**src/rtl/enum_type.sv**
```systemverilog
// Shared tetris enums and constants used by the core and its command scheduler.
package enum_type;

    typedef enum logic [3:0] {
        NONE,
        INIT,
        GEN,
        WAIT,
        LEFT,
        RIGHT,
        DOWN,
        DROP,
        ROTATE,
        ROTATE_REV,
        HOLD,
        BAR,
        CLEAR,
        END
    } state_type;

    localparam int BCD_W = 4;
    localparam int BAR_WIDTH = 10;
    localparam logic [BAR_WIDTH-1:0] LFSR_SEED = 10'h001;

endpackage

```
**src/rtl/tetris_cmd_sched_cmd_fifo.sv**
```systemverilog
// Synchronous command FIFO of state_type entries with flush; DEPTH must be a power of 2.
module cmd_fifo
    import enum_type::*;
#(
    parameter int DEPTH = 4
) (
    input  logic      clk,
    input  logic      reset_n,
    input  logic      flush,
    input  logic      push,
    input  logic      pop,
    input  state_type din,
    output state_type dout,
    output logic      full,
    output logic      empty
);

    localparam int AW = (DEPTH > 1) ? $clog2(DEPTH) : 1;

    state_type mem_q [DEPTH];
    state_type mem_d [DEPTH];
    logic [AW:0] wr_ptr_q, wr_ptr_d;
    logic [AW:0] rd_ptr_q, rd_ptr_d;
    logic do_push, do_pop;

    // Extra pointer bit distinguishes full from empty when indices match.
    assign empty = (wr_ptr_q == rd_ptr_q);
    assign full  = (wr_ptr_q[AW] != rd_ptr_q[AW]) && (wr_ptr_q[AW-1:0] == rd_ptr_q[AW-1:0]);
    assign dout  = mem_q[rd_ptr_q[AW-1:0]];

    always_comb begin
        do_pop   = pop && !empty;
        do_push  = push && (!full || do_pop);
        mem_d    = mem_q;
        wr_ptr_d = wr_ptr_q;
        rd_ptr_d = rd_ptr_q;
        if (flush) begin
            wr_ptr_d = '0;
            rd_ptr_d = '0;
        end else begin
            if (do_push) begin
                mem_d[wr_ptr_q[AW-1:0]] = din;
                wr_ptr_d = wr_ptr_q + 1'b1;
            end
            if (do_pop) rd_ptr_d = rd_ptr_q + 1'b1;
        end
    end

    always_ff @(posedge clk) begin
        mem_q <= mem_d;
        if (!reset_n) begin
            wr_ptr_q <= '0;
            rd_ptr_q <= '0;
        end else begin
            wr_ptr_q <= wr_ptr_d;
            rd_ptr_q <= rd_ptr_d;
        end
    end

endmodule

```
**src/rtl/tetris_cmd_sched.sv**
```systemverilog
// Merges buttons, gravity and garbage bars into the core's ctrl stream, issuing only in WAIT.
// Optional DAS auto-repeat on hold_left/hold_right is enabled by TETRIS_AUTO_REPEAT_EN.
module tetris_cmd_sched
    import enum_type::*;
#(
    parameter int CMD_DEPTH  = 4,
    parameter int GRAV_BASE  = 50_000_000,
    parameter int GRAV_MIN   = 3_000_000,
    parameter int MAX_LEVEL  = 7,
    parameter int BAR_PERIOD = 16
`ifdef TETRIS_AUTO_REPEAT_EN
    ,
    parameter int DAS_DELAY  = 10_000_000,
    parameter int DAS_RATE   = 2_500_000
`endif
) (
    input  logic                 clk,
    input  logic                 reset_n,
    input  logic                 btn_left,
    input  logic                 btn_right,
    input  logic                 btn_rot,
    input  logic                 btn_rot_rev,
    input  logic                 btn_down,
    input  logic                 btn_drop,
    input  logic                 btn_hold,
`ifdef TETRIS_AUTO_REPEAT_EN
    input  logic                 hold_left,
    input  logic                 hold_right,
`endif
    input  state_type            game_state,
    input  logic [4*BCD_W-1:0]   score,
    output state_type            ctrl,
    output logic [BAR_WIDTH-1:0] bar_mask,
    output logic [3:0]           level,
    output logic                 cmd_dropped
);

    logic [3:0]           level_q, level_d;
    logic [31:0]          grav_cnt_q, grav_cnt_d;
    logic                 grav_pend_q, grav_pend_d;
    logic [15:0]          bar_cnt_q, bar_cnt_d;
    logic                 bar_pend_q, bar_pend_d;
    logic [BAR_WIDTH-1:0] lfsr_q, lfsr_d;
    logic                 cmd_dropped_q, cmd_dropped_d;

    logic       idle, btn_any, push, pop, fifo_full, fifo_empty;
    logic       rpt_push;
    state_type  rpt_cmd, btn_cmd, push_cmd, fifo_head;
    logic [6:0] btn_vec;
    logic [7:0] lvl_raw;
    logic [31:0] period, shifted;
    logic [3:0] hole;

    assign idle    = (game_state == INIT) || (game_state == END);
    assign btn_vec = {btn_drop, btn_hold, btn_rot, btn_rot_rev, btn_left, btn_right, btn_down};
    assign btn_any = |btn_vec;

`ifdef TETRIS_AUTO_REPEAT_EN
    logic [31:0] das_cnt_q, das_cnt_d;

    // Counter re-enters at DELAY-RATE+1 so later repeats land every DAS_RATE cycles.
    always_comb begin
        das_cnt_d = 32'd0;
        rpt_push  = 1'b0;
        rpt_cmd   = hold_left ? LEFT : RIGHT;
        if (hold_left ^ hold_right) begin
            if (das_cnt_q == 32'(DAS_DELAY)) begin
                rpt_push  = 1'b1;
                das_cnt_d = 32'(DAS_DELAY - DAS_RATE + 1);
            end else begin
                das_cnt_d = das_cnt_q + 32'd1;
            end
        end
    end

    always_ff @(posedge clk) begin
        if (!reset_n) das_cnt_q <= 32'd0;
        else          das_cnt_q <= das_cnt_d;
    end
`else
    assign rpt_push = 1'b0;
    assign rpt_cmd  = NONE;
`endif

    always_comb begin
        btn_cmd = NONE;
        if      (btn_drop)    btn_cmd = DROP;
        else if (btn_hold)    btn_cmd = HOLD;
        else if (btn_rot)     btn_cmd = ROTATE;
        else if (btn_rot_rev) btn_cmd = ROTATE_REV;
        else if (btn_left)    btn_cmd = LEFT;
        else if (btn_right)   btn_cmd = RIGHT;
        else if (btn_down)    btn_cmd = DOWN;
        push_cmd = btn_any ? btn_cmd : rpt_cmd;
    end

    // Issue path: bars beat gravity beat queued buttons; nothing leaves outside WAIT.
    always_comb begin
        ctrl        = NONE;
        pop         = 1'b0;
        grav_pend_d = grav_pend_q;
        bar_pend_d  = bar_pend_q;
        if (reset_n) begin
            if (idle) begin
                ctrl = btn_any ? DOWN : NONE;
            end else if (game_state == WAIT) begin
                if (bar_pend_q) begin
                    ctrl       = BAR;
                    bar_pend_d = 1'b0;
                end else if (grav_pend_q) begin
                    ctrl        = DOWN;
                    grav_pend_d = 1'b0;
                end else if (!fifo_empty) begin
                    ctrl = fifo_head;
                    pop  = 1'b1;
                end
            end
        end
        push          = reset_n && !idle && (btn_any || rpt_push);
        cmd_dropped_d = !idle && btn_any &&
                        (($countones(btn_vec) > 1) || (fifo_full && !pop));

        lvl_raw = 8'(score[11:8]) + 8'(score[15:12]) * 8'd10;
        level_d = (lvl_raw > 8'(MAX_LEVEL)) ? 4'(MAX_LEVEL) : lvl_raw[3:0];
        shifted = 32'(GRAV_BASE) >> level_q;
        period  = (shifted < 32'(GRAV_MIN)) ? 32'(GRAV_MIN) : shifted;

        grav_cnt_d = grav_cnt_q;
        bar_cnt_d  = bar_cnt_q;
        if (idle) begin
            grav_cnt_d  = 32'd0;
            grav_pend_d = 1'b0;
            bar_cnt_d   = 16'd0;
            bar_pend_d  = 1'b0;
        end else if (grav_cnt_q >= period - 32'd1) begin
            // A fresh tick wins over a same-cycle clear; pending ticks never stack.
            grav_cnt_d  = 32'd0;
            grav_pend_d = 1'b1;
            if (BAR_PERIOD != 0) begin
                if (bar_cnt_q == 16'(BAR_PERIOD - 1)) begin
                    bar_cnt_d  = 16'd0;
                    bar_pend_d = 1'b1;
                end else begin
                    bar_cnt_d = bar_cnt_q + 16'd1;
                end
            end
        end else begin
            grav_cnt_d = grav_cnt_q + 32'd1;
        end

        lfsr_d = {lfsr_q[BAR_WIDTH-2:0], lfsr_q[9] ^ lfsr_q[6]};
        hole   = (lfsr_q[3:0] >= 4'd10) ? lfsr_q[3:0] - 4'd10 : lfsr_q[3:0];
    end

    assign bar_mask    = ~(BAR_WIDTH'(1) << hole);
    assign level       = level_q;
    assign cmd_dropped = cmd_dropped_q;

    always_ff @(posedge clk) begin
        if (!reset_n) begin
            level_q       <= 4'd0;
            grav_cnt_q    <= 32'd0;
            grav_pend_q   <= 1'b0;
            bar_cnt_q     <= 16'd0;
            bar_pend_q    <= 1'b0;
            lfsr_q        <= LFSR_SEED;
            cmd_dropped_q <= 1'b0;
        end else begin
            level_q       <= level_d;
            grav_cnt_q    <= grav_cnt_d;
            grav_pend_q   <= grav_pend_d;
            bar_cnt_q     <= bar_cnt_d;
            bar_pend_q    <= bar_pend_d;
            lfsr_q        <= lfsr_d;
            cmd_dropped_q <= cmd_dropped_d;
        end
    end

    cmd_fifo #(.DEPTH(CMD_DEPTH)) u_fifo (
        .clk     (clk),
        .reset_n (reset_n),
        .flush   (idle),
        .push    (push),
        .pop     (pop),
        .din     (push_cmd),
        .dout    (fifo_head),
        .full    (fifo_full),
        .empty   (fifo_empty)
    );

endmodule

```
**config.mk**
```make
export PLATFORM = sky130hd
export DESIGN_NAME = tetris_cmd_sched
export DESIGN_NICKNAME = d
export VERILOG_FILES = /design/src/rtl/enum_type.sv /design/src/rtl/tetris_cmd_sched_cmd_fifo.sv /design/src/rtl/tetris_cmd_sched.sv
export SDC_FILE = /design/constraint.sdc
export NUM_CORES = 1
export LEC_CHECK = 0
export CAP_MARGIN = 15
export CORE_ASPECT_RATIO = 1.5
export CORE_UTILIZATION = 45
export DETAILED_ROUTE_END_ITERATION = 10
export GPL_TIMING_DRIVEN = 0
export PLACE_DENSITY = 0.75
export SLEW_MARGIN = 40
export SYNTH_ARGS = -nofsm -noshare
export SYNTH_HDL_FRONTEND = slang
export SYNTH_SLANG_ARGS = --single-unit
```
**constraint.sdc**
```tcl
create_clock -name clk -period 3.5 [get_ports clk]
set_input_delay 1.05 -clock clk [delete_from_list [all_inputs] [get_ports clk]]
set_output_delay 1.05 -clock clk [all_outputs]
set_load 0.02 [all_outputs]
```
Yosys cells after proc, flatten, opt, wreduce, memory -nomap -nowiden:

Index checks and enable logic that the tools add are counted.

* $mul: 1
* $lt $le $gt $ge: 8
* reductions and logical operators: 23
* equality and inequality tests: 8
* muxes and demuxes: 37
* bitwise logic cells: 6
* shift operators: 2
* add/subtract/negate cells: 13

Operators by type and width (number)
* $mux 4: 15
* $add 32x1->32 const B: 1
* $ge 32x32->1: 1
* $lt 32x22->1 const B: 1
* $mux 32: 1
* $shr 26x4->32 const A: 1
* $sub 32x1->32 const B: 1
* $add 16x1->16 const B: 1
* $bwmux 16: 1
* $eq 16x4->1 const B: 1
* $mux 16: 1
* $mux 3: 5
* $mux 1: 12
* $not 10->10: 1
* $shl 1x4->10 const A: 1
* $logic_and 1x1->1: 9
* $add 4x8->8: 1
* $bmux 4 s2: 1
* $demux 4 s2: 1
* $gt 8x3->1 const B: 1
* $mul 4x3->7 const B: 1
* $reduce_or 7->1: 1
* $add 1x1->2: 3
* $add 3x1->3 const B: 2
* other kinds (24): 34

* input bits: 29
* output and inout bits: 19
* word-level logic and storage cells: 112
* register bits: 87

Depth between registers and ports, before layout:

Gate-level depths: netlist (run 1).

* depth in word-level cells: 11
* gate-level depth with buffers: 13
* gate-level depth less buffers: 11

Cells and area by module:

Synthesis (run 1) repeated with hierarchy kept, for this count alone.

* cell total of the unflattened synthesis: 619
* area total of the unflattened synthesis: 5499.0 um2

Modules (own cells, without submodules)
* tetris_cmd_sched: seq. area each 1301.2 um2, cells each 544, area each 4428.0 um2, instances 1
* cmd_fifo: seq. area each 600.6 um2, cells each 75, area each 1071.0 um2, instances 1

Worst setup path before layout (run 1):

OpenSTA, ideal clock, no wires.

* kind: input to register
* start point: input btn_left
* end point: register cmd_dropped_q (netlist: cmd_dropped)
* data arrival time: 3.238 ns
* path slack: 0.133 ns
* path buffers: 0
* stages: 9
* required time: 3.370 ns
* setup time: 0.130 ns
* cell sequence: fa_1 > inv_1 > fa_1 > inv_1 > ha_1 > a21o_1 > fa_1 > a311oi_1 > nor3_1

* cells in the longest elaborated chain, start to end: 6
* elaborated cells on any way between the ends: 8
* those cells by class: add/sub: 3; order compare: 1; reduce/logical: 4

RTL lines
* start, declared: RTL line tetris_cmd_sched.sv:19 `input logic btn_left,`
* $add 1x1->2 (implied by the code): RTL line tetris_cmd_sched.sv:121 `(($countones(btn_vec) > 1) || (fifo_full && !pop));`
* $add 2x2->3 (implied by the code): RTL line tetris_cmd_sched.sv:121
* $add 3x3->4 (implied by the code): RTL line tetris_cmd_sched.sv:121
* $gt 4x1->1: RTL line tetris_cmd_sched.sv:121
* $logic_or 1x1->1: RTL line tetris_cmd_sched.sv:121
* $logic_and 1x1->1 *: RTL line tetris_cmd_sched.sv:120 `cmd_dropped_d = !idle && btn_any &&`
* end signal, assigned: RTL line tetris_cmd_sched.sv:175 `cmd_dropped_q <= cmd_dropped_d;`
* end, declared: RTL line tetris_cmd_sched.sv:44 `logic cmd_dropped_q, cmd_dropped_d;`

Mark *: on every way between the ends. The rest lies on a longest branch, timed or not.
A chain may end at the register's enable or synchronous reset.

Worst setup path in the final report (run 1):

* start point: input btn_rot_rev
* end point: register cmd_dropped_q (netlist: cmd_dropped)

* cells in the longest elaborated chain, start to end: 6
* elaborated cells on any way between the ends: 8
* those cells by class: add/sub: 3; order compare: 1; reduce/logical: 4

RTL lines
* start, declared: RTL line tetris_cmd_sched.sv:22 `input logic btn_rot_rev,`
* $add 1x1->2 (implied by the code): RTL line tetris_cmd_sched.sv:121
* $add 2x2->3 (implied by the code): RTL line tetris_cmd_sched.sv:121
* $add 3x3->4 (implied by the code): RTL line tetris_cmd_sched.sv:121
* $gt 4x1->1: RTL line tetris_cmd_sched.sv:121
* $logic_or 1x1->1: RTL line tetris_cmd_sched.sv:121
* $logic_and 1x1->1 *: RTL line tetris_cmd_sched.sv:120

Marked as above.

==> run summary, run 1 <==
The number of remaining DRC errors was 0; the number of levels the H-tree was split into was 3. The floorplan step set the die height to 137 um. The total die area is 12600 um^2, and the count of synthesis-stage warnings from yosys is 0. In the routed layout, each cell is associated on average with a via count of 5.67. After routing, the total negative slack on setup checks comes to 0 ps. The worst max-slew margin expressed relative to the limit was 0.523; the first-pass iteration count of the detailed router was 4. Across the VDD grid, the largest voltage drop is 0.206 mV.

The buffer depth of the longest clock path was 2. For this design, the sink count on the clock tree is 87. The filler cells instantiated in the layout total 1054. The logs give 48 for the top-level I/O count and 9700 um for the HPWL reported at the end of detailed placement. The number of hold violations in the final report is 0, and the data required time of the worst path is 3710 ps. Cell with the most instances after synthesis: sky130_fd_sc_hd__nor2_1.

STA classifies the critical path startpoint as an input port. Pin count of the biggest net entering global routing: 16. After synthesis, the netlist uses 65 different library cells. The worst setup path is captured at a flop.

The die is 91.9 um wide. The logs give 4926 for the number of global-route vias before repair and 9.83 ps for the clock skew after layout. The standard cell with the maximum stage delay on the critical path was sky130_fd_sc_hd__fa_1.

The detailed router finished its first iteration with 184 violations. Timing would allow up to 290 MHz. Once layout is done, the placed cells without fillers occupy 6400 um^2. Summing every instance area after synthesis gives 5460 um^2. The logs give 0.213 for the overall routing resource usage and 0 for the count of hold buffers inserted by post-cts repair. The delay contributed by the slowest stage of the critical path is 490 ps, and the number of antenna violations at the first check in global routing is 0. From synthesis to final layout, the design area changed by 17.3%. The shortest clock period the worst path allows after layout was 3450 ps. The run gives 9 as the number of CTS-inserted buffers.

The tools report the total length of routed wires as 12600 um. Ranked by total cell area, the synthesized netlist is headed by sky130_fd_sc_hd__dfxtp_1 26%, sky130_fd_sc_hd__ha_1 12%, sky130_fd_sc_hd__edfxtp_1 8.8%. The layout net count was 755. The kind of cell with the highest combined delay along the critical path is adder cells.

The fraction of registers with async set or reset after synthesis is 0, and the area after detailed placement is 6070 um^2. The design draws 2.25 mW. Of all nets on the critical path, the largest fanout is 4. The logs give 0.349 for the portion of the post-synthesis area used by sequential elements and 0.468 for the initial cell density of the core. The reported leakage power was 2.48 nW; the global-route congestion overflow total was 0. The signal on the critical path passes through dlygate4sd2_1 -> fa_1 -> inv_1 -> fa_1 -> inv_1 -> ha_1 -> a21o_1 -> fa_1 -> a311oi_2 -> nor3_2. The gate count after technology mapping is 612. The clock slew seen by the registers of the worst setup and hold paths is 70 ps, and the number of nets with antenna violations after routing is 0. Arrival time of data at the critical path endpoint: 3670 ps. Dividing total power by cell area gives a power density of 352 nW/um^2.

For the core box area, the log shows 11700 um^2. The critical path's most frequent cell was sky130_fd_sc_hd__fa_1. Setup violations remaining at the end of the flow were counted as 0. The number of storage elements in the synthesis netlist came out at 87. The commonest cells after synthesis are 87 x sky130_fd_sc_hd__nor2_1, 71 x sky130_fd_sc_hd__dfxtp_1, 51 x sky130_fd_sc_hd__ha_1, 41 x sky130_fd_sc_hd__nand2_1, 34 x sky130_fd_sc_hd__nand3_1.

For the pin with the worst max-slew slack, the measured transition is 710 ps. The run gives 48 as the number of standard-cell rows in the floorplan. The worst hold path belongs to the class flop to flop. The finished layout holds 825 standard cells, fillers aside. In this run the clock root is driven by a sky130_fd_sc_hd__clkbuf_16. The last weighted congestion value of the routability-driven placer was 0.869. The count of pins over their slew limit is 0. The cell type with the highest aggregate area in the netlist was sky130_fd_sc_hd__dfxtp_1. In this run the mean area of a mapped cell was 8.92 um^2. The path type of the worst setup path was input port to flop. Clock latency on the worst-skew pair, taken at its later pin, is 350 ps. Port buffering added 38 buffers. Counting flops with a built-in enable in the synthesized netlist gives 16. The flow ran to the end, and the final reports show no timing, DRC or antenna violations. The repair_antennas step left the layout with diodes totalling 0.

The max-cap check violation count is 0. Detailed routing inserted a total of 4679 vias. Dividing the detail-routed wire length by the instance count gives 15.3 um. The share of cells above drive strength 1 was 0.0919; the area share of the leading cell type in the synthesized netlist was 0.260. The number of buffers and inverters on the critical path is 3. The share of the clock period used by the worst path after layout came out at 0.986. The final core utilization is 0.549. TritonCTS built the clock tree. Among all flip-flop cells after synthesis, the most frequent one is sky130_fd_sc_hd__dfxtp_1. The first global-routing pass estimated 21500 um of wire. The total instance count after detailed placement was 809.
==> routing by layer <==
layer  track usage  wire length [um]  part of all wire  vias to the layer above
met1         0.208              4830              0.38                     2242
met5             0                 0                 0                        -
met3        0.0322               346             0.027                       31
li1              -                 -                 -                     2311
met2         0.426              7160              0.57                       95
met4         0.107               302             0.024                        0
==> per-stage QoR <==
| step | hold slack, ps | setup slack, ps |
|---|---|---|
| final | 440 | 48.7 |
| after global routing | 465 | -17.8 |
| after CTS | 443 | 15.2 |
| after detailed placement | 426 | -574 |
| after global placement | 420 | -518 |
| after floorplan | 412 | 133 |
==> cell usage in the layout (no fill, tap or decap), types with 9 or more instances in the layout <==
cell type and instances:
sky130_fd_sc_hd__clkbuf_16 9, sky130_fd_sc_hd__dfxtp_1 70, sky130_fd_sc_hd__nand3_1 34, sky130_fd_sc_hd__xnor2_1 22, sky130_fd_sc_hd__a21o_1 19, sky130_fd_sc_hd__nor3_1 13
sky130_fd_sc_hd__and2_1 16, sky130_fd_sc_hd__inv_1 28, sky130_fd_sc_hd__nand4_1 13, sky130_fd_sc_hd__conb_1 11, sky130_fd_sc_hd__ha_1 51, sky130_fd_sc_hd__edfxtp_1 16
sky130_fd_sc_hd__a211oi_1 13, sky130_fd_sc_hd__o21ai_0 22, sky130_fd_sc_hd__nand2_1 41, sky130_fd_sc_hd__clkdlybuf4s50_1 28, sky130_fd_sc_hd__xor2_1 21, sky130_fd_sc_hd__nor2_1 84
sky130_fd_sc_hd__a21oi_1 26, sky130_fd_sc_hd__o211ai_1 10
==> area by class of cell <==
class                      count  area [um^2]  area share
timing repair buffer          40          369      0.0577
inverter                      28          105      0.0164
clock buffer                  11          233      0.0364
tap                          150          188      0.0293
sequential                    87         1900       0.297
buffer                        16         96.3      0.0151
multi-input combinational    488         3460       0.541
clock inverter                 5         41.3     0.00645
==> registers in the layout, indices dropped and copies added (netlist names) <==
register	count
bar_cnt_q	16
bar_pend_q	1
cmd_dropped	1
grav_cnt_q	32
grav_pend_q	1
level	4
lfsr_q	10
u_fifo.mem_q	16
u_fifo.rd_ptr_q	3
u_fifo.wr_ptr_q	3
==> logic make-up (layout without fill, tap and decap cells) <==
kind of cell,after synthesis,after routing,share of synthesized area
adders and majority gates,56,56,0.135
and+or+nand+nor,244,244,0.223
xor gates and xnor gates,43,43,0.0690
AOI/OAI and AO/OA,128,128,0.164
buffers and inverters,46,100,0.0383
muxes,6,6,0.0202
other,2,11,0.00138
DFF,87,87,0.349
==> path summary, 6_finish.rpt <==
check                                  from      endpoint  slack (ps)  cells after the start
worst max register to register     level[2]  bar_cnt_q[8]         220                     11
worst min register to register    lfsr_q[4]     lfsr_q[5]         440                      1
worst max-delay path            btn_rot_rev   cmd_dropped          50                     10
worst min-delay path              lfsr_q[4]     lfsr_q[5]         440                      1
==> power breakdown <==
group          switching, mW  total, mW  internal, mW
registers             0.0233       1.07          1.04
logic                  0.159      0.283         0.124
clock network          0.416      0.904         0.488
==> timing repair <==
action | 4_1_cts | 5_1_grt
setup buffers | 1 | 1
setup endpoints to repair | 47 | 51
resized for setup | 27 | 15
gates cloned | 0 | 0
pin swaps | 2 | 4
No activity file was read; power rests on OpenSTA's default activity.
==> run 2, diff against run 1 <==
--- a/config.mk
+++ b/config.mk
@@ -6,11 +6,15 @@
 export NUM_CORES = 1
 export LEC_CHECK = 0
 export CAP_MARGIN = 15
+export CELL_PAD_IN_SITES_DETAIL_PLACEMENT = 2
+export CELL_PAD_IN_SITES_GLOBAL_PLACEMENT = 2
 export CORE_ASPECT_RATIO = 1.5
-export CORE_UTILIZATION = 45
+export CORE_MARGIN = 8
+export CORE_UTILIZATION = 33
 export DETAILED_ROUTE_END_ITERATION = 10
 export GPL_TIMING_DRIVEN = 0
-export PLACE_DENSITY = 0.75
+export MAX_ROUTING_LAYER = met4
+export PLACE_DENSITY = 0.85
 export SLEW_MARGIN = 40
 export SYNTH_ARGS = -nofsm -noshare
 export SYNTH_HDL_FRONTEND = slang
==> run summary, run 2 (synthesis gave the netlist of run 1 again) <==
The number of standard-cell rows in the floorplan came out at 57 (+19%). The worst setup path is launched from an input port. The clock slew seen by the registers of the worst setup and hold paths works out to 70 ps (about the same). For the least setup slack across all paths after layout, the log shows 35.4 ps (-13.2 ps). For the number of fillers in the final layout, the log shows 1771 (+68%).

Number of CTS-inserted buffers: 9 (unchanged). The final-report setup violation count was 0 (unchanged); the arrival time of data at the critical path endpoint was 2410 ps (-1260 ps). Delay contributed by the slowest stage of the critical path: 480 ps (about the same). The overall routing resource usage is 0.177 (-0.0358). The initial cell density of the core is 0.337 (-0.131).

The largest registers in the layout are grav_cnt_q: 32 flops, bar_cnt_q: 16 flops, u_fifo.mem_q: 16 flops. The average vias per placed instance is 5.53 (-2.6%). The run gives 16200 um^2 (+39%) as the core box area. Most common cell after layout, fill and taps aside: sky130_fd_sc_hd__nor2_1.

The buffer depth of the longest clock path was 2 (unchanged); the share of cells above drive strength 1 was 0.112 (+0.0204). TritonCTS built the clock tree. The final core utilization was 0.403 (-0.147).

The last weighted congestion value of the routability-driven placer is 0.832 (-4.3%), and the count of hold buffers inserted by post-cts repair is 0 (unchanged). Setup slack at placement: -639 ps (-64.3 ps). The port buffer count was 38 (unchanged).

For the layout net count, the log shows 757 (+0.26%). On the critical path, the stage with the largest delay is an instance of sky130_fd_sc_hd__clkdlybuf4s50_1. The end point of the critical path was ctrl[1]. For the first-pass iteration count of the detailed router, the log shows 4 (unchanged). The tools report the CTS root buffer as sky130_fd_sc_hd__clkbuf_16. Number of violations reported at the end of detailed-routing iteration 0: 145 (-21%).

The flip-flop count of the largest register, all copies and words added was 32 (unchanged); the number of remaining DRC errors was 0 (unchanged). Via count: 4880 (+4.3%). The total clock sinks was 87 (unchanged); the number of levels the H-tree was split into was 3 (unchanged). The run gives 17600 um (+39%) as the total length of routed wires. The run gives 441 ps (+1.18 ps) as the worst hold slack. Compared with the post-synthesis result, the final layout area differs by 19.5%. The tools report the number of nets with antenna violations after routing as 0 (unchanged).

The depth of the worst hold-timing path is 1 (unchanged), and the worst-path maximum fanout is 4 (unchanged). The run gives 0 (unchanged) as the global-route congestion overflow total. The critical path starts at btn_rot.

For the worst max-slew margin expressed relative to the limit, the log shows 0.553 (+0.0304). The largest voltage drop on the vdd net was 0.205 mV (-0.36%). The routed wire length per instance is 19.9 um (+30%). The number of global-route vias before repair is 5603 (+14%). The cell count of the worst reg-to-reg path is 12 (+1), and the number of antenna violations at the first check in global routing is 0 (unchanged).

The logs give 2.51 nW (+1.5%) for the reported leakage power and 200 ps (-20 ps) for the setup slack on the worst flop-to-flop path. The worst setup path is of the input port to output port kind. The worst register-to-register path begins at level[3]. The min-delay analysis places its worst path in the category flop to flop. The final design area excluding fillers was 6520 um^2 (+1.9%); the transition time of the tightest slew-check pin was 665 ps (-45.3 ps).

Walking the worst path, the cells encountered are clkdlybuf4s50_1 -> nor3_2 -> and3_4 -> nor2_4 -> o21a_1 -> buf_4. The count of pins over their slew limit came out at 0 (unchanged). The shortest clock period the worst path allows after layout is 3460 ps (+13.2 ps). The number of antenna cells inserted is 0 (unchanged). The run finished with clean final reports.

Overall die height: 173 um (+27%). The top-level I/O count was 48 (unchanged); the data required time of the worst path was 2450 ps (-1260 ps). The number of hold violations in the final report came out at 0 (unchanged).

The worst setup path is captured at an output port. The run gives 13600 um (+40%) as the HPWL reported at the end of detailed placement. The latest clock arrival within the worst-skew pair is 360 ps (about the same). The total die area was 21000 um^2 (+67%); the max-cap check violation count was 0 (unchanged). The tools report the wire length of the first global-routing pass as 28700 um (+33%). The areal power density over the cells is 360 nW/um^2 (+2.2%), and the power consumption is 2.34 mW (+4.1%). The share of the clock period used by the worst path after layout works out to 0.990 (+0.00378). The pin count of the biggest net entering global routing came out at 18 (+2).

The highest achievable clock rate is 289 MHz (-0.38%). In the layout the commonest cells are 81 x sky130_fd_sc_hd__nor2_1, 68 x sky130_fd_sc_hd__dfxtp_1, 51 x sky130_fd_sc_hd__ha_1, 40 x sky130_fd_sc_hd__nand2_1, 34 x sky130_fd_sc_hd__nand3_1. The endpoint identified for the worst register-to-register timing path is bar_cnt_q[12]. The clock skew after layout was 8.30 ps (-1.54 ps).

Overall die width: 121 um (+32%). The tools report the area after detailed placement as 6140 um^2 (+1.2%). Counting flops per register, the top entry is grav_cnt_q.
-- run 2: routing by layer --
metal | routed length (um) | global-route usage
met5 | 0 | -
met4 | 569 | 0.0852
met3 | 329 | 0.0258
met2 | 10100 | 0.343
met1 | 6560 | 0.162
-- run 2: how the worst min path moves through the flow --
stage                end      start  slack [ps]
2_1_floorplan  lfsr_q[5]  lfsr_q[4]         410
6_report       lfsr_q[6]  lfsr_q[5]         440
3_3_place_gp   lfsr_q[6]  lfsr_q[5]         420
4_1_cts        lfsr_q[6]  lfsr_q[5]         440
5_1_grt        lfsr_q[8]  lfsr_q[7]         470
3_5_place_dp   lfsr_q[9]  lfsr_q[8]         430
-- run 2: metrics by stage --
stage / std cells / setup TNS (ps)
finish: 883 / 0
CTS: 881 / 0
global route: 883 / -4.17
global placement: 865 / -8930
detailed placement: 865 / -18430
floorplan: 621 / 0
-- run 2: what timing repair did --
| action | 4_1_cts | 5_1_grt |
|---|---|---|
| endpoints found under the setup margin | 60 | 51 |
| gates resized for setup | 39 | 21 |
| pin swaps | 2 | 6 |
| buffers inserted | 1 | 2 |
| cloned | 0 | 0 |
-- run 2: critical path: cells and delay by family --
kind                   cells  cell delay, ps
AO/OA/AOI/OAI              1             200
AND/OR/NAND/NOR            3             520
buffers and inverters      2             640
-- run 2: report_power, final --
part	leakage, nW	internal, mW	switching [mW]
registers	0.721	1.04	0.0220
logic	1.66	0.127	0.181
clock network	0.136	0.496	0.477
-- run 2: cell type report --
cell class,instances,area [um^2],share of cell area
inverters,28,105,0.0161
flip-flops and latches,87,1910,0.292
multi-input cells,488,3490,0.535
well taps,206,258,0.0395
clock buffers,9,225,0.0345
repair buffers,41,374,0.0574
plain buffers,17,103,0.0157
clock inverters,7,60.1,0.00921
==> RTL edit 1: new RTL, settings of run 2 <==
Add a define of `TETRIS_AUTO_REPEAT_EN`.
--- a/src/rtl/tetris_cmd_sched.sv
+++ b/src/rtl/tetris_cmd_sched.sv
@@ -1,4 +1,6 @@
 // Merges buttons, gravity and garbage bars into the core's ctrl stream, issuing only in WAIT.
 // Optional DAS auto-repeat on hold_left/hold_right is enabled by TETRIS_AUTO_REPEAT_EN.
+`define TETRIS_AUTO_REPEAT_EN
+
 module tetris_cmd_sched
     import enum_type::*;
Interface: changed (added hold_left and hold_right); port bits go from 48 to 50. No check against the original RTL was run, so the function may have changed too.
==> RTL edit 1 against run 2 <==
Combinational power is 9.7% higher; clock power is 91% higher; synthesized area is 26% higher; highest routed layer unchanged; core utilization is 1.2 points higher; total power is 55% higher; non-clock buffer count is 10 higher; final area is 30% higher; largest cell class unchanged; first-iteration DRC count is 15% higher; worst setup slack better by 0.013 ns; sequential cell count is 32 higher; maximum frequency is 0.37% higher; routed wire length is 34% higher.
==> RTL edit 1: results (changes against run 2) <==
.. list-table::
   :header-rows: 1

   * - Metric
     - Value
   * - Run status
     - finished clean (unchanged)
   * - Worst Hold Margin
     - 0.4630 ns (was 0.4409 ns)
   * - Post-layout util
     - 41.45% (was 40.27%)
   * - Fraction of area in clock buffers and inverters
     - 7.243% (was 4.376%)
   * - Share of layout cells above drive strength 1
     - 10.93% (was 11.23%)
   * - Worst voltage drop across the vdd grid
     - 0.2349 mV (was 0.2049 mV)
   * - Port Buf Inserts
     - 41 (was 38)
   * - Multi-input combinational cell count
     - 608 (was 488)
   * - Post-synthesis compound-gate area fraction
     - 13.35% (was 16.40%)
   * - 1st-iter DRT viols
     - 167 (was 145)
   * - Slew at the pin closest to its max-slew limit
     - 0.8002 ns (was 0.6647 ns)
   * - Clock latency at the later pin of the worst-skew pair
     - 0.44 ns (was 0.36 ns)
   * - RD Place Congestion
     - 0.7554 (was 0.8320)
   * - Leakage power
     - 0.003232 µW (was 0.002513 µW)
   * - Multiplexer area fraction after synthesis
     - 1.746% (was 2.018%)
   * - Vias after detailed routing
     - 6189 (was 4880)
   * - Total Routing Usage GR
     - 19.10% (was 17.72%)
   * - Slowest stage cell on the critical path
     - clkdlybuf4s15_1 (was clkdlybuf4s50_1)
   * - Power density over the cells
     - 429.0 nW/µm² (was 359.6 nW/µm²)
   * - Xor/xnor share of the synthesized area
     - 9.296% (was 6.902%)
   * - Area taken by flip-flops and latches
     - 2545 µm² (was 1906 µm²)
   * - Max stage delay on crit path
     - 0.25 ns (was 0.48 ns)
   * - Wire length after detailed routing
     - 23540 µm (was 17580 µm)
   * - Area of the multi-input gates
     - 4259 µm² (was 3488 µm²)
   * - Worst Setup Slack, final
     - 0.04830 ns (was 0.03544 ns)
   * - Top post-synthesis cells by count
     - dfxtp_1 (103), nor2_1 (103), nand2_1 (56) (was nor2_1 (87), dfxtp_1 (71), ha_1 (51))
[RTL edit 1: cell count changes after synthesis, moves of 11 or more]
cell and delta:
nand4_1 +11, nand3_1 +12, nand2_1 +15, xor2_1 +29, a21oi_1 +11, dfxtp_1 +32, nor2_1 +16
[RTL edit 1: worst paths after layout]
check	start	end	cells past startpoint
worst max-delay path	btn_left	ctrl[2]	9
worst min-delay path	grav_cnt_q[0]$_SDFF_PP0_	grav_cnt_q[0]$_SDFF_PP0_	1
worst max register to register	level[3]$_SDFF_PP0_	bar_cnt_q[5]$_SDFFE_PP0P_	11
worst min register to register	grav_cnt_q[0]$_SDFF_PP0_	grav_cnt_q[0]$_SDFF_PP0_	1
[RTL edit 1: per-layer routing]
layer / vias up / track usage, % / wire [µm]
li1: 2899 / - / -
met1: 3134 / 17.83 / 8491
met2: 99 / 37.50 / 13720
met3: 57 / 2.658 / 486
met4: 0 / 8.843 / 843
met5: - / - / 0
==> RTL edit 2: new RTL, settings of run 2 <==
Made on the original files. One comparison of `bar_cnt_q` changes from == to >=.
--- a/src/rtl/tetris_cmd_sched.sv
+++ b/src/rtl/tetris_cmd_sched.sv
@@ -138,5 +138,5 @@
             grav_pend_d = 1'b1;
             if (BAR_PERIOD != 0) begin
-                if (bar_cnt_q == 16'(BAR_PERIOD - 1)) begin
+                if (bar_cnt_q >= 16'(BAR_PERIOD - 1)) begin
                     bar_cnt_d  = 16'd0;
                     bar_pend_d = 1'b1;
Formal check against the unedited RTL: no difference found for any inputs over 4 cycles, from zero or initial values and one cycle with reset_n low; that may be too few to reach the edited logic, so the function may still have changed.
==> RTL edit 2 against run 2 <==
Worst setup slack gained 0.011 ns; final area shrank 5.3%; die area shrank 6.7%; via count shrank 12%; register-to-register slack gained 0.05 ns; sequential share of layout area grew 1.6 points; routed wire length shrank 13%; core utilization grew 0.88 points; total power is essentially flat; non-clock buffer count grew 1; synthesized area shrank 7.6%; sequential cell count is the same; global-route usage shrank 1.2 points; highest routed layer unchanged.
==> RTL edit 2: results (changes against run 2) <==
.. list-table::
   :header-rows: 1

   * - Metric
     - Value
   * - Leakage power
     - 0.002505 µW (was 0.002513 µW)
   * - Xor/xnor share of the synthesized area
     - 7.641% (was 6.902%)
   * - Main area contributors after synthesis
     - dfxtp_1 (28%), ha_1 (13%), edfxtp_1 (9.5%) (was dfxtp_1 (26%), ha_1 (12%), edfxtp_1 (8.8%))
   * - Global-route met1 utilization
     - 15.13% (was 16.22%)
   * - Largest net degree at the start of global routing
     - 17 (was 18)
   * - Number of global-route vias before repair
     - 4972 (was 5603)
   * - Comb pwr share
     - 12.9% (was 13.1%)
   * - Run status
     - finished clean (unchanged)
   * - Multiplexer area fraction after synthesis
     - 2.183% (was 2.018%)
   * - Top post-synthesis cells by count
     - nor2_1 (89), dfxtp_1 (71), ha_1 (51) (was nor2_1 (87), dfxtp_1 (71), ha_1 (51))
   * - Total of fill cells in the finished design
     - 1693 (was 1771)
   * - Total of warnings raised by yosys
     - 0 (unchanged)
   * - Critical-path maximum fanout
     - 5 (was 4)
   * - Number of gates resized after CTS
     - 34 (was 39)
   * - Layout Nets
     - 708 (was 757)
   * - Port Buf Inserts
     - 39 (was 38)
   * - Share of layout cells above drive strength 1
     - 12.26% (was 11.23%)
   * - Routed metal-1 wirelength
     - 5531 µm (was 6564 µm)
   * - Sequential cell area fraction in the yosys report
     - 37.71% (was 34.85%)
   * - Global-route wire length before repair
     - 24760 µm (was 28710 µm)
   * - Worst voltage drop across the vdd grid
     - 0.1839 mV (was 0.2049 mV)
   * - Post-DP Area
     - 5717 µm² (was 6143 µm²)
   * - Design internal power
     - 1702 µW (was 1665 µW)
   * - Met2 layer usage reported by global route
     - 32.56% (was 34.27%)
   * - Met3 demand-to-capacity share in global routing
     - 2.485% (was 2.576%)
   * - Vias after detailed routing
     - 4299 (was 4880)
   * - Wire length after detailed routing
     - 15320 µm (was 17580 µm)
   * - Wire length on met2
     - 9218 µm (was 10120 µm)
   * - Half-perimeter wire length of the detailed placement result
     - 11370 µm (was 13610 µm)
   * - 1st-iter DRT viols
     - 102 (was 145)
   * - Post-synthesis compound-gate area fraction
     - 9.873% (was 16.40%)
   * - Maximum clock skew at final layout
     - 0.01286 ns (was 0.008297 ns)
   * - RD Place Congestion
     - 0.7597 (was 0.8320)
   * - Slew at the pin closest to its max-slew limit
     - 0.6228 ns (was 0.6647 ns)
   * - Count of cell types in the netlist
     - 60 (was 65)
RTL edit 2: cell count changes in the layout (fill, tap and decap cells not counted), moves of 4 or more:
cell / delta
a211oi_1: -9
o2111ai_1: -5
clkbuf_2: -4
o211ai_1: -4
nor2_1: +7
nand3_1: -16
and2_1: -6
a21o_1: -15
dlymetal6s2s_1: +4
o21ai_0: -8
RTL edit 2: cell type report:
class | count | share of cell area, %
Multi-Input combinational cell | 436 | 49.81
Clock inverter | 6 | 0.7906
Buffer | 12 | 1.115
Sequential cell | 87 | 30.87
Inverter | 30 | 1.865
Clock buffer | 10 | 4.054
Timing Repair Buffer | 47 | 7.460
Tap cell | 199 | 4.034
RTL edit 2: metrics by stage:
stage	total power, µW	std cells	worst slack [ns]	util (%)
2_1_floorplan	1254	566	0.1899	-
3_3_place_gp	1344	804	-0.7500	38.11
3_5_place_dp	1372	804	-0.8768	38.11
4_1_cts	2357	823	-0.06514	40.46
5_1_grt	2440	827	-0.05561	41.14
6_report	2342	827	0.04657	41.14
RTL edit 2: path summary, 6_finish.rpt:
| check | start | to | slack, ns | cells after the start |
|---|---|---|---|---|
| max | game_state[0] | ctrl[2] | 0.05 | 7 |
| min reg2reg | lfsr_q[4]$_SDFF_PN0_ | lfsr_q[5]$_SDFF_PN0_ | 0.46 | 1 |
| min | lfsr_q[4]$_SDFF_PN0_ | lfsr_q[5]$_SDFF_PN0_ | 0.46 | 1 |
| max reg2reg | level[0]$_SDFF_PN0_ | grav_cnt_q[3]$_SDFF_PP0_ | 0.25 | 12 |
RTL edit 2: critical path, cell delays in order:
cell and delay [ns]:
clkdlybuf4s50_1 0.53, nand4bb_4 0.14, buf_12 0.16, nor2_4 0.11
o21ai_2 0.10, a21oi_4 0.18, buf_6 0.13
